--- src/rtl/mfp_srec_ahb_write_coalescer_pkg.sv ---
// Shared AHB-Lite codes, buffered-entry layout and the mask splitter used by
// the SREC write coalescer.
package mfp_srec_ahb_write_coalescer_pkg;

    localparam logic [1:0] HTRANS_IDLE   = 2'b00;
    localparam logic [1:0] HTRANS_NONSEQ = 2'b10;
    localparam logic [2:0] HSIZE_BYTE    = 3'b000;
    localparam logic [2:0] HSIZE_HALF    = 3'b001;
    localparam logic [2:0] HSIZE_WORD    = 3'b010;
    localparam logic [2:0] HBURST_SINGLE = 3'b000;
    localparam logic [3:0] HPROT_DEFAULT = 4'b0011;

    typedef enum logic {
        ST_IDLE,
        ST_ADDR
    } issue_state_t;

    typedef struct packed {
        logic [29:0] addr;
        logic [31:0] data;
        logic [3:0]  mask;
    } entry_t;

    typedef struct packed {
        logic [2:0] size;
        logic [1:0] offset;
        logic [3:0] xfer;
    } split_t;

    // Next transfer for the remaining byte mask: full word, else the lowest
    // set offset as a halfword when aligned and paired, otherwise a byte.
    function automatic split_t split_mask(input logic [3:0] m);
        split_t s;
        s.size   = HSIZE_BYTE;
        s.offset = 2'd0;
        s.xfer   = 4'b0000;
        if (m == 4'b1111) begin
            s.size = HSIZE_WORD;
            s.xfer = 4'b1111;
        end else if (m[0]) begin
            if (m[1]) begin
                s.size = HSIZE_HALF;
                s.xfer = 4'b0011;
            end else begin
                s.xfer = 4'b0001;
            end
        end else if (m[1]) begin
            s.offset = 2'd1;
            s.xfer   = 4'b0010;
        end else if (m[2]) begin
            s.offset = 2'd2;
            if (m[3]) begin
                s.size = HSIZE_HALF;
                s.xfer = 4'b1100;
            end else begin
                s.xfer = 4'b0100;
            end
        end else if (m[3]) begin
            s.offset = 2'd3;
            s.xfer   = 4'b1000;
        end
        return s;
    endfunction

endpackage

--- src/rtl/mfp_srec_ahb_write_coalescer_if.sv ---
// AHB-Lite master bus bundle between the coalescer and the matrix.
interface mfp_srec_ahb_write_coalescer_if;
    logic [31:0] HADDR;
    logic [2:0]  HBURST;
    logic        HMASTLOCK;
    logic [3:0]  HPROT;
    logic [2:0]  HSIZE;
    logic [1:0]  HTRANS;
    logic [31:0] HWDATA;
    logic        HWRITE;
    logic        HREADY;

    modport master (
        output HADDR, HBURST, HMASTLOCK, HPROT, HSIZE, HTRANS, HWDATA, HWRITE,
        input  HREADY
    );

    modport slave (
        input  HADDR, HBURST, HMASTLOCK, HPROT, HSIZE, HTRANS, HWDATA, HWRITE,
        output HREADY
    );
endinterface

--- src/rtl/mfp_srec_ahb_write_coalescer_sync_fifo.sv ---
// Single-clock FIFO; a push into a full FIFO is accepted when a pop happens
// in the same cycle.
module mfp_sync_fifo #(
    parameter int WIDTH = 8,
    parameter int DEPTH = 4
) (
    input  logic             clk,
    input  logic             rst,
    input  logic             push,
    input  logic             pop,
    input  logic [WIDTH-1:0] wdata,
    output logic [WIDTH-1:0] rdata,
    output logic             full,
    output logic             empty
);
    localparam int PTR_W = $clog2(DEPTH);
    localparam int CNT_W = PTR_W + 1;

    logic [WIDTH-1:0] mem [DEPTH];
    logic [PTR_W-1:0] wr_ptr;
    logic [PTR_W-1:0] rd_ptr;
    logic [CNT_W-1:0] count;
    logic             do_push;
    logic             do_pop;

    assign empty   = (count == '0);
    assign full    = (count == CNT_W'(DEPTH));
    assign do_pop  = pop && !empty;
    assign do_push = push && (!full || do_pop);
    assign rdata   = mem[rd_ptr];

    always_ff @(posedge clk) begin
        if (do_push) begin
            mem[wr_ptr] <= wdata;
        end
    end

    always_ff @(posedge clk or posedge rst) begin
        if (rst) begin
            wr_ptr <= '0;
            rd_ptr <= '0;
            count  <= '0;
        end else begin
            if (do_push) begin
                wr_ptr <= wr_ptr + PTR_W'(1);
            end
            if (do_pop) begin
                rd_ptr <= rd_ptr + PTR_W'(1);
            end
            if (do_push && !do_pop) begin
                count <= count + CNT_W'(1);
            end else if (do_pop && !do_push) begin
                count <= count - CNT_W'(1);
            end
        end
    end
endmodule

--- src/rtl/mfp_srec_ahb_write_coalescer.sv ---
// Coalesces SREC byte writes into aligned word/halfword/byte AHB-Lite writes,
// buffering them in a FIFO and honouring HREADY wait states.
//   state   | meaning
//   ST_IDLE | no address phase driven, issuer holds no entry
//   ST_ADDR | NONSEQ address phase for the current split of the held entry
module mfp_srec_ahb_write_coalescer
    import mfp_srec_ahb_write_coalescer_pkg::*;
#(
    parameter int FIFO_DEPTH     = 4,
    parameter int TIMEOUT_CYCLES = 255
) (
    input  logic        HCLK,
    input  logic        HRESET,
    input  logic        big_endian,
    input  logic [31:0] write_address,
    input  logic [7:0]  write_byte,
    input  logic        write_enable,
    input  logic        flush,
    mfp_srec_ahb_write_coalescer_if.master ahb,
    output logic        busy,
    output logic        overflow
);
    localparam int CNT_W = $clog2(TIMEOUT_CYCLES + 1);

    logic [29:0]      acc_addr;
    logic [31:0]      acc_data;
    logic [3:0]       acc_mask;
    logic [CNT_W-1:0] idle_cnt;

    logic [1:0] wr_off;
    logic [1:0] wr_lane;
    logic       conflict;
    logic       push_req;
    logic       fresh;
    entry_t     push_entry;

    assign wr_off     = write_address[1:0];
    assign wr_lane    = big_endian ? (2'd3 - wr_off) : wr_off;
    assign conflict   = write_enable && (acc_mask != 4'b0000)
                        && ((write_address[31:2] != acc_addr) || acc_mask[wr_off]);
    assign push_req   = (acc_mask != 4'b0000)
                        && ((acc_mask == 4'b1111) || conflict || flush
                            || (!write_enable && (idle_cnt == CNT_W'(TIMEOUT_CYCLES))));
    assign fresh      = push_req || (acc_mask == 4'b0000);
    assign push_entry = '{addr: acc_addr, data: acc_data, mask: acc_mask};

    // A byte arriving alongside any push starts a fresh, zero-filled word.
    always_ff @(posedge HCLK or posedge HRESET) begin
        if (HRESET) begin
            acc_addr <= '0;
            acc_data <= '0;
            acc_mask <= '0;
            idle_cnt <= '0;
        end else if (write_enable) begin
            acc_addr <= write_address[31:2];
            idle_cnt <= '0;
            if (fresh) begin
                acc_data <= 32'(write_byte) << {wr_lane, 3'b000};
                acc_mask <= 4'b0001 << wr_off;
            end else begin
                acc_data[{wr_lane, 3'b000} +: 8] <= write_byte;
                acc_mask[wr_off]                 <= 1'b1;
            end
        end else if (push_req) begin
            acc_mask <= '0;
            idle_cnt <= '0;
        end else if (acc_mask != 4'b0000) begin
            idle_cnt <= idle_cnt + CNT_W'(1);
        end
    end

    issue_state_t state;
    issue_state_t state_next;
    entry_t       cur;
    split_t       sp;
    entry_t       fifo_head;
    logic         fifo_full;
    logic         fifo_empty;
    logic         fifo_push;
    logic         fifo_pop;
    logic         accept;
    logic         last;
    logic         free;
    logic         load;
    logic [31:0]  hwdata;
    logic         data_active;
    logic         hwrite;

    assign sp     = split_mask(cur.mask);
    assign accept = (state == ST_ADDR) && ahb.HREADY;
    assign last   = ((cur.mask & ~sp.xfer) == 4'b0000);
    assign free   = (state == ST_IDLE) || (accept && last);

    // The issuer holds one entry outside the FIFO; with an empty FIFO a
    // fresh push bypasses it straight into the issuer.
    assign load      = free && (!fifo_empty || push_req);
    assign fifo_pop  = free && !fifo_empty;
    assign fifo_push = push_req && !(free && fifo_empty);

    mfp_sync_fifo #(
        .WIDTH ($bits(entry_t)),
        .DEPTH (FIFO_DEPTH)
    ) u_fifo (
        .clk   (HCLK),
        .rst   (HRESET),
        .push  (fifo_push),
        .pop   (fifo_pop),
        .wdata (push_entry),
        .rdata (fifo_head),
        .full  (fifo_full),
        .empty (fifo_empty)
    );

    always_ff @(posedge HCLK or posedge HRESET) begin
        if (HRESET) begin
            state <= ST_IDLE;
        end else begin
            state <= state_next;
        end
    end

    always_comb begin
        state_next = state;
        case (state)
            ST_IDLE: begin
                if (load) begin
                    state_next = ST_ADDR;
                end
            end
            ST_ADDR: begin
                if (accept && last) begin
                    state_next = load ? ST_ADDR : ST_IDLE;
                end
            end
            default: state_next = ST_IDLE;
        endcase
    end

    always_ff @(posedge HCLK or posedge HRESET) begin
        if (HRESET) begin
            cur         <= '0;
            hwdata      <= '0;
            data_active <= 1'b0;
            overflow    <= 1'b0;
            hwrite      <= 1'b0;
        end else begin
            hwrite <= 1'b1;
            if (load) begin
                cur <= fifo_empty ? push_entry : fifo_head;
            end else if (accept) begin
                cur.mask <= cur.mask & ~sp.xfer;
            end
            if (accept) begin
                hwdata      <= cur.data;
                data_active <= 1'b1;
            end else if (ahb.HREADY) begin
                data_active <= 1'b0;
            end
            if (fifo_push && fifo_full && !fifo_pop) begin
                overflow <= 1'b1;
            end
        end
    end

    assign ahb.HADDR     = {cur.addr, sp.offset};
    assign ahb.HSIZE     = sp.size;
    assign ahb.HTRANS    = (state == ST_ADDR) ? HTRANS_NONSEQ : HTRANS_IDLE;
    assign ahb.HWDATA    = hwdata;
    assign ahb.HWRITE    = hwrite;
    assign ahb.HBURST    = HBURST_SINGLE;
    assign ahb.HMASTLOCK = 1'b0;
    assign ahb.HPROT     = HPROT_DEFAULT;

    assign busy = (acc_mask != 4'b0000) || !fifo_empty || (state == ST_ADDR) || data_active;
endmodule

--- src/flat_wrapper.sv ---
// flat-port wrapper written by rule: the top's interface ports become plain ports
module mfp_srec_ahb_write_coalescer_flat import mfp_srec_ahb_write_coalescer_pkg::*;
#(
    parameter int FIFO_DEPTH     = 4,
    parameter int TIMEOUT_CYCLES = 255
)
  (HCLK, HRESET, big_endian, write_address, write_byte, write_enable, flush, busy, overflow, ahb_HADDR, ahb_HBURST, ahb_HMASTLOCK, ahb_HPROT, ahb_HSIZE, ahb_HTRANS, ahb_HWDATA, ahb_HWRITE, ahb_HREADY);
  mfp_srec_ahb_write_coalescer_if ahb_i ();
  input  logic HCLK;
  input  logic HRESET;
  input  logic big_endian;
  input  logic [31:0] write_address;
  input  logic [7:0] write_byte;
  input  logic write_enable;
  input  logic flush;
  output logic busy;
  output logic overflow;
  output wire logic [$bits(ahb_i.HADDR)-1:0] ahb_HADDR;
  output wire logic [$bits(ahb_i.HBURST)-1:0] ahb_HBURST;
  output wire logic [$bits(ahb_i.HMASTLOCK)-1:0] ahb_HMASTLOCK;
  output wire logic [$bits(ahb_i.HPROT)-1:0] ahb_HPROT;
  output wire logic [$bits(ahb_i.HSIZE)-1:0] ahb_HSIZE;
  output wire logic [$bits(ahb_i.HTRANS)-1:0] ahb_HTRANS;
  output wire logic [$bits(ahb_i.HWDATA)-1:0] ahb_HWDATA;
  output wire logic [$bits(ahb_i.HWRITE)-1:0] ahb_HWRITE;
  input wire logic [$bits(ahb_i.HREADY)-1:0] ahb_HREADY;
  assign ahb_HADDR = ahb_i.HADDR;
  assign ahb_HBURST = ahb_i.HBURST;
  assign ahb_HMASTLOCK = ahb_i.HMASTLOCK;
  assign ahb_HPROT = ahb_i.HPROT;
  assign ahb_HSIZE = ahb_i.HSIZE;
  assign ahb_HTRANS = ahb_i.HTRANS;
  assign ahb_HWDATA = ahb_i.HWDATA;
  assign ahb_HWRITE = ahb_i.HWRITE;
  assign ahb_i.HREADY = ahb_HREADY;
  mfp_srec_ahb_write_coalescer #(.FIFO_DEPTH(FIFO_DEPTH), .TIMEOUT_CYCLES(TIMEOUT_CYCLES)) u_core (.HCLK(HCLK), .HRESET(HRESET), .big_endian(big_endian), .write_address(write_address), .write_byte(write_byte), .write_enable(write_enable), .flush(flush), .ahb(ahb_i), .busy(busy), .overflow(overflow));
endmodule
--- config.mk ---
export PLATFORM = sky130hd
export DESIGN_NAME = mfp_srec_ahb_write_coalescer_flat
export DESIGN_NICKNAME = d
export VERILOG_FILES = /design/src/rtl/mfp_srec_ahb_write_coalescer_pkg.sv /design/src/rtl/mfp_srec_ahb_write_coalescer_if.sv /design/src/rtl/mfp_srec_ahb_write_coalescer_sync_fifo.sv /design/src/rtl/mfp_srec_ahb_write_coalescer.sv /design/src/flat_wrapper.sv
export SDC_FILE = /design/constraint.sdc
export NUM_CORES = 1
export LEC_CHECK = 0
export BUFFER_PORTS_ARGS = -buffer_cell sky130_fd_sc_hd__buf_2
export CAP_MARGIN = 20
export CORE_UTILIZATION = 25
export DETAILED_ROUTE_END_ITERATION = 7
export SYNTH_ARGS = -nofsm -noshare
export SYNTH_HDL_FRONTEND = slang
export SYNTH_SLANG_ARGS = --single-unit
--- constraint.sdc ---
create_clock -name HCLK -period 6.41 [get_ports HCLK]
set_input_delay 0.641 -clock HCLK [delete_from_list [all_inputs] [get_ports HCLK]]
set_output_delay 0.641 -clock HCLK [all_outputs]
set_load 0.005 [all_outputs]
==> metrics.md <==
| Metric | Value |
|---|---|
| Outcome | finished, violations left |
| Violated checks | design-rule violations |
| Die Wd | 273.8 µm |
| CP peak stage delay | 0.74 ns |
| WP buf/inv | 1 |
| Slowest-stage cell, CP | nor3_1 |
| Min-Delay Path Class | in2async |
| Fraction of layout cells with a size suffix above 1 | 40.15% |
| Hold Slack | 0.2595 ns |
| Max Slew Vio Count | 0 |
| Post-CTS Setup Repair Bufs | 0 |
| Slew headroom | 37.62% |
| CTS H-tree depth | 2 |
| Drt first-iter violations | 594 |
| Area growth from synthesis to layout | 15.86% |
| Die Area | 74,980 µm² |
| Seq cells post-synth | 447 |
| Worst slew pin tran | 0.9357 ns |
| Minimum clock period | 3.617 ns |
| Clock Skews | 0.02419 ns |
| Maximum vdd drop | 222.1 µV |
| Core Footprint | 73,080 µm² |
| Resized Gates After CTS | 0 |
| GP Congestion | 0.7469 |
| Critical Path AT | 3.87 ns |
| Syn_area_per_cell | 17.95 µm² |
| Largest area contributor in the netlist | edfxtp_1 |
| Post-synth top area share | 42.92% |
| Drt pass-1 iters | 7 |
| CP Cell Sequence | xnor2_1 -> nand4_1 -> nor3_1 -> a31oi_1 -> o21a_1 -> a21boi_1 -> and2_2 -> buf_4 |
| Max Freq | 0.2765 GHz |
| Routed wire length per instance | 18.71 µm |
| Part of the Yosys area used for sequential elements | 67.71% |
| Most common cell after layout, fill and taps aside | edfxtp_1 |
| DR vias | 9,259 |
| Finished layout cell area | 21,400 µm² |
| CTS max path bufs | 3 |
| Worst Path Class, Setup | reg2reg |
| Antenna-violating nets left | 0 |
| Startpoint types | register |
| Largest net degree at the start of global routing | 124 |
| Cells after Synth | 1,029 |
| # hold bufs at CTS | 0 |
| PortBufs | 115 |
| Post-Route Utilization | 29.28% |
| Final setup fails | 0 |
| Initial antenna violation count | 11 |
| # fillers | 7,263 |
| Global Route Usage Sum | 10.66% |
| Root buffer cell | clkbuf_16 |
| GR met1 Demand/Resource | 14.55% |
| Initial Util | 25.28% |
| Dpl hpwl | 25.93 mm |
| Worst skew pair latency | 0.55 ns |
| Synth top area cells | edfxtp_1 (43%), dfrtp_1 (25%), mux2_2 (9.3%), mux4_2 (8.0%), mux2_4 (2.9%) |
| IO Pins | 126 |
| DP Area | 19,910 µm² |
| Met3 global-route usage | 2.263% |
| Area of the multi-input gates | 5451 µm² |
| Hold Vio Cnt, Final | 0 |
| Drt drc | 20 |
| Clock Pin Slew Worst Setup and Hold Paths | 0.06 ns |
| Clock buffer count from CTS | 44 |
| TritonCTS clock tree | done |
| Setup TNS Final | 0 ns |
| Synth Cell Area | 18,470 µm² |
| Total grt overflow | 0 |
| RSZ-0062 raised after global routing | no |
| CP Capture Type | register |
| Die Span Y | 273.8 µm |
| First-pass GRT wire length | 60.97 mm |
| Post-synth top flop | edfxtp_1 |
| Number of global-route vias before repair | 9,561 |
| Nets | 1,189 |
| Delay-heaviest family, CP | simple AND/OR/NAND/NOR gates |
| Max cap viols | 0 |
| Met2 Track Usage GR | 17.28% |
| Routed wire length | 39.90 mm |
| Ys async rst share | 40.94% |
| Crit path max fanout | 29 |
| Grt peak-use layer | met2 |
| YS warnings | 0 |
| WP data required | 6.67 ns |
| Avg Vias per Cell | 4.343 |
| Period Utilization, post-route | 56.42% |
| Register area | 12,510 µm² |
| Post-synth EDFFs | 264 |
| Clock sinks | 447 |
| Cell Pwr Density | 444.8 nW/µm² |
| Unique cell type count in the Yosys netlist | 53 |
| Leak pwr | 7.928 nW |
| Row cnt | 99 |
| Most frequent cells in the layout | edfxtp_1 (264), dfrtp_1 (181), mux2_2 (152) |
## report_power, final
part	internal [mW]	switching [mW]	leakage, nW	total [mW]
clock network	1.53	1.08	0.723	2.61
registers	3.80	0.403	4.67	4.21
logic	1.52	1.19	2.53	2.71
total	6.85	2.67	7.93	9.52
## sequential cells by signal (all words and copies together), names as in the netlist
signal and cells:
u_core.state 1, u_core.acc_mask 4, u_core.u_fifo.mem 264, u_core.acc_data 32, u_core.ahb.HADDR 30, u_core.cur 36
u_core.overflow 1, u_core.u_fifo.rd_ptr 2, u_core.u_fifo.wr_ptr 2, u_core.data_active 1, u_core.acc_addr 30, u_core.u_fifo.count 3
u_core.idle_cnt 8, u_core.ahb.HWRITE 1, u_core.ahb.HWDATA 32
## worst reg2reg max path, delay by kind of cell, from the launching register on
kind | cells | cell delay, ns
buffers and inverters | 1 | 0.43
and+or+nand+nor | 3 | 1.45
AOI/OAI and AO/OA | 3 | 0.72
DFF | 1 | 0.45
xor gates and xnor gates | 1 | 0.26
## worst paths after layout
path | slack, ns | start | cells after the start | end
max | 2.79 | u_core.acc_addr[7] | 8 | u_core.u_fifo.mem[0][18]
min | 0.26 | HRESET | 2 | u_core.cur[19]
max reg2reg | 2.79 | u_core.acc_addr[7] | 8 | u_core.u_fifo.mem[0][18]
min reg2reg | 0.47 | u_core.overflow | 1 | u_core.overflow
max in group asynchronous | 4.68 | HRESET | 3 | u_core.ahb.HADDR[14]
min in group HCLK | 0.34 | ahb_HREADY | 2 | u_core.data_active
## kinds of logic after synthesis
group	Yosys count	synth area share, %
flip-flops	447	67.71
multiplexers	263	20.73
buffers and inverters	96	3.061
AND/OR/NAND/NOR	94	2.432
AO/OA/AOI/OAI	75	3.305
XOR/XNOR	41	1.944
adder cells (fa/ha/maj)	11	0.7857
other	2	0.04065
## per-stage QoR
| stage | setup slack, ns | power (mW) | instances |
|---|---|---|---|
| final | 2.793 | 9.520 | 2132 |
| after global routing | 2.469 | 10.06 | 2127 |
| after global placement | 2.292 | 7.016 | 2044 |
| after CTS | 2.638 | 9.730 | 2126 |
| after floorplan | 0.7970 | 6.305 | 1038 |
| after detailed placement | 2.173 | 7.085 | 2044 |
## routing by layer
metal	wire, µm	vias up
li1	-	4121
met4	800	6
met2	19080	243
met3	2270	76
met5	37	-
met1	17710	4813
## Yosys cell counts (all sizes together), types with 2 or more instances
cell type / instances
a31oi: 2
clkbuf: 25
nor4: 3
inv: 12
dfrtp: 183
and2: 5
nand2b: 3
o211ai: 2
o21ai: 17
a32o: 10
or3: 2
o31ai: 12
or4: 2
conb: 2
ha: 10
nor2b: 2
edfxtp: 264
o21a: 2
mux2: 188
buf: 59
a22o: 17
nand4: 8
mux4: 66
xnor2: 30
nor2: 20
mux2i: 9
nand3: 7
a21oi: 3
xor2: 11
a211oi: 2
nand2: 37
## layout make-up
type / count / area share (%)
Tap cell: 959 / 5.607
Clock inverter: 15 / 0.7542
Timing Repair Buffer: 132 / 3.286
Inverter: 12 / 0.2455
Multi-Input combinational cell: 495 / 25.47
Clock buffer: 67 / 6.115
Antenna cell: 5 / 0.05846
Sequential cell: 447 / 58.46
Power figures use the tool's default switching activity.
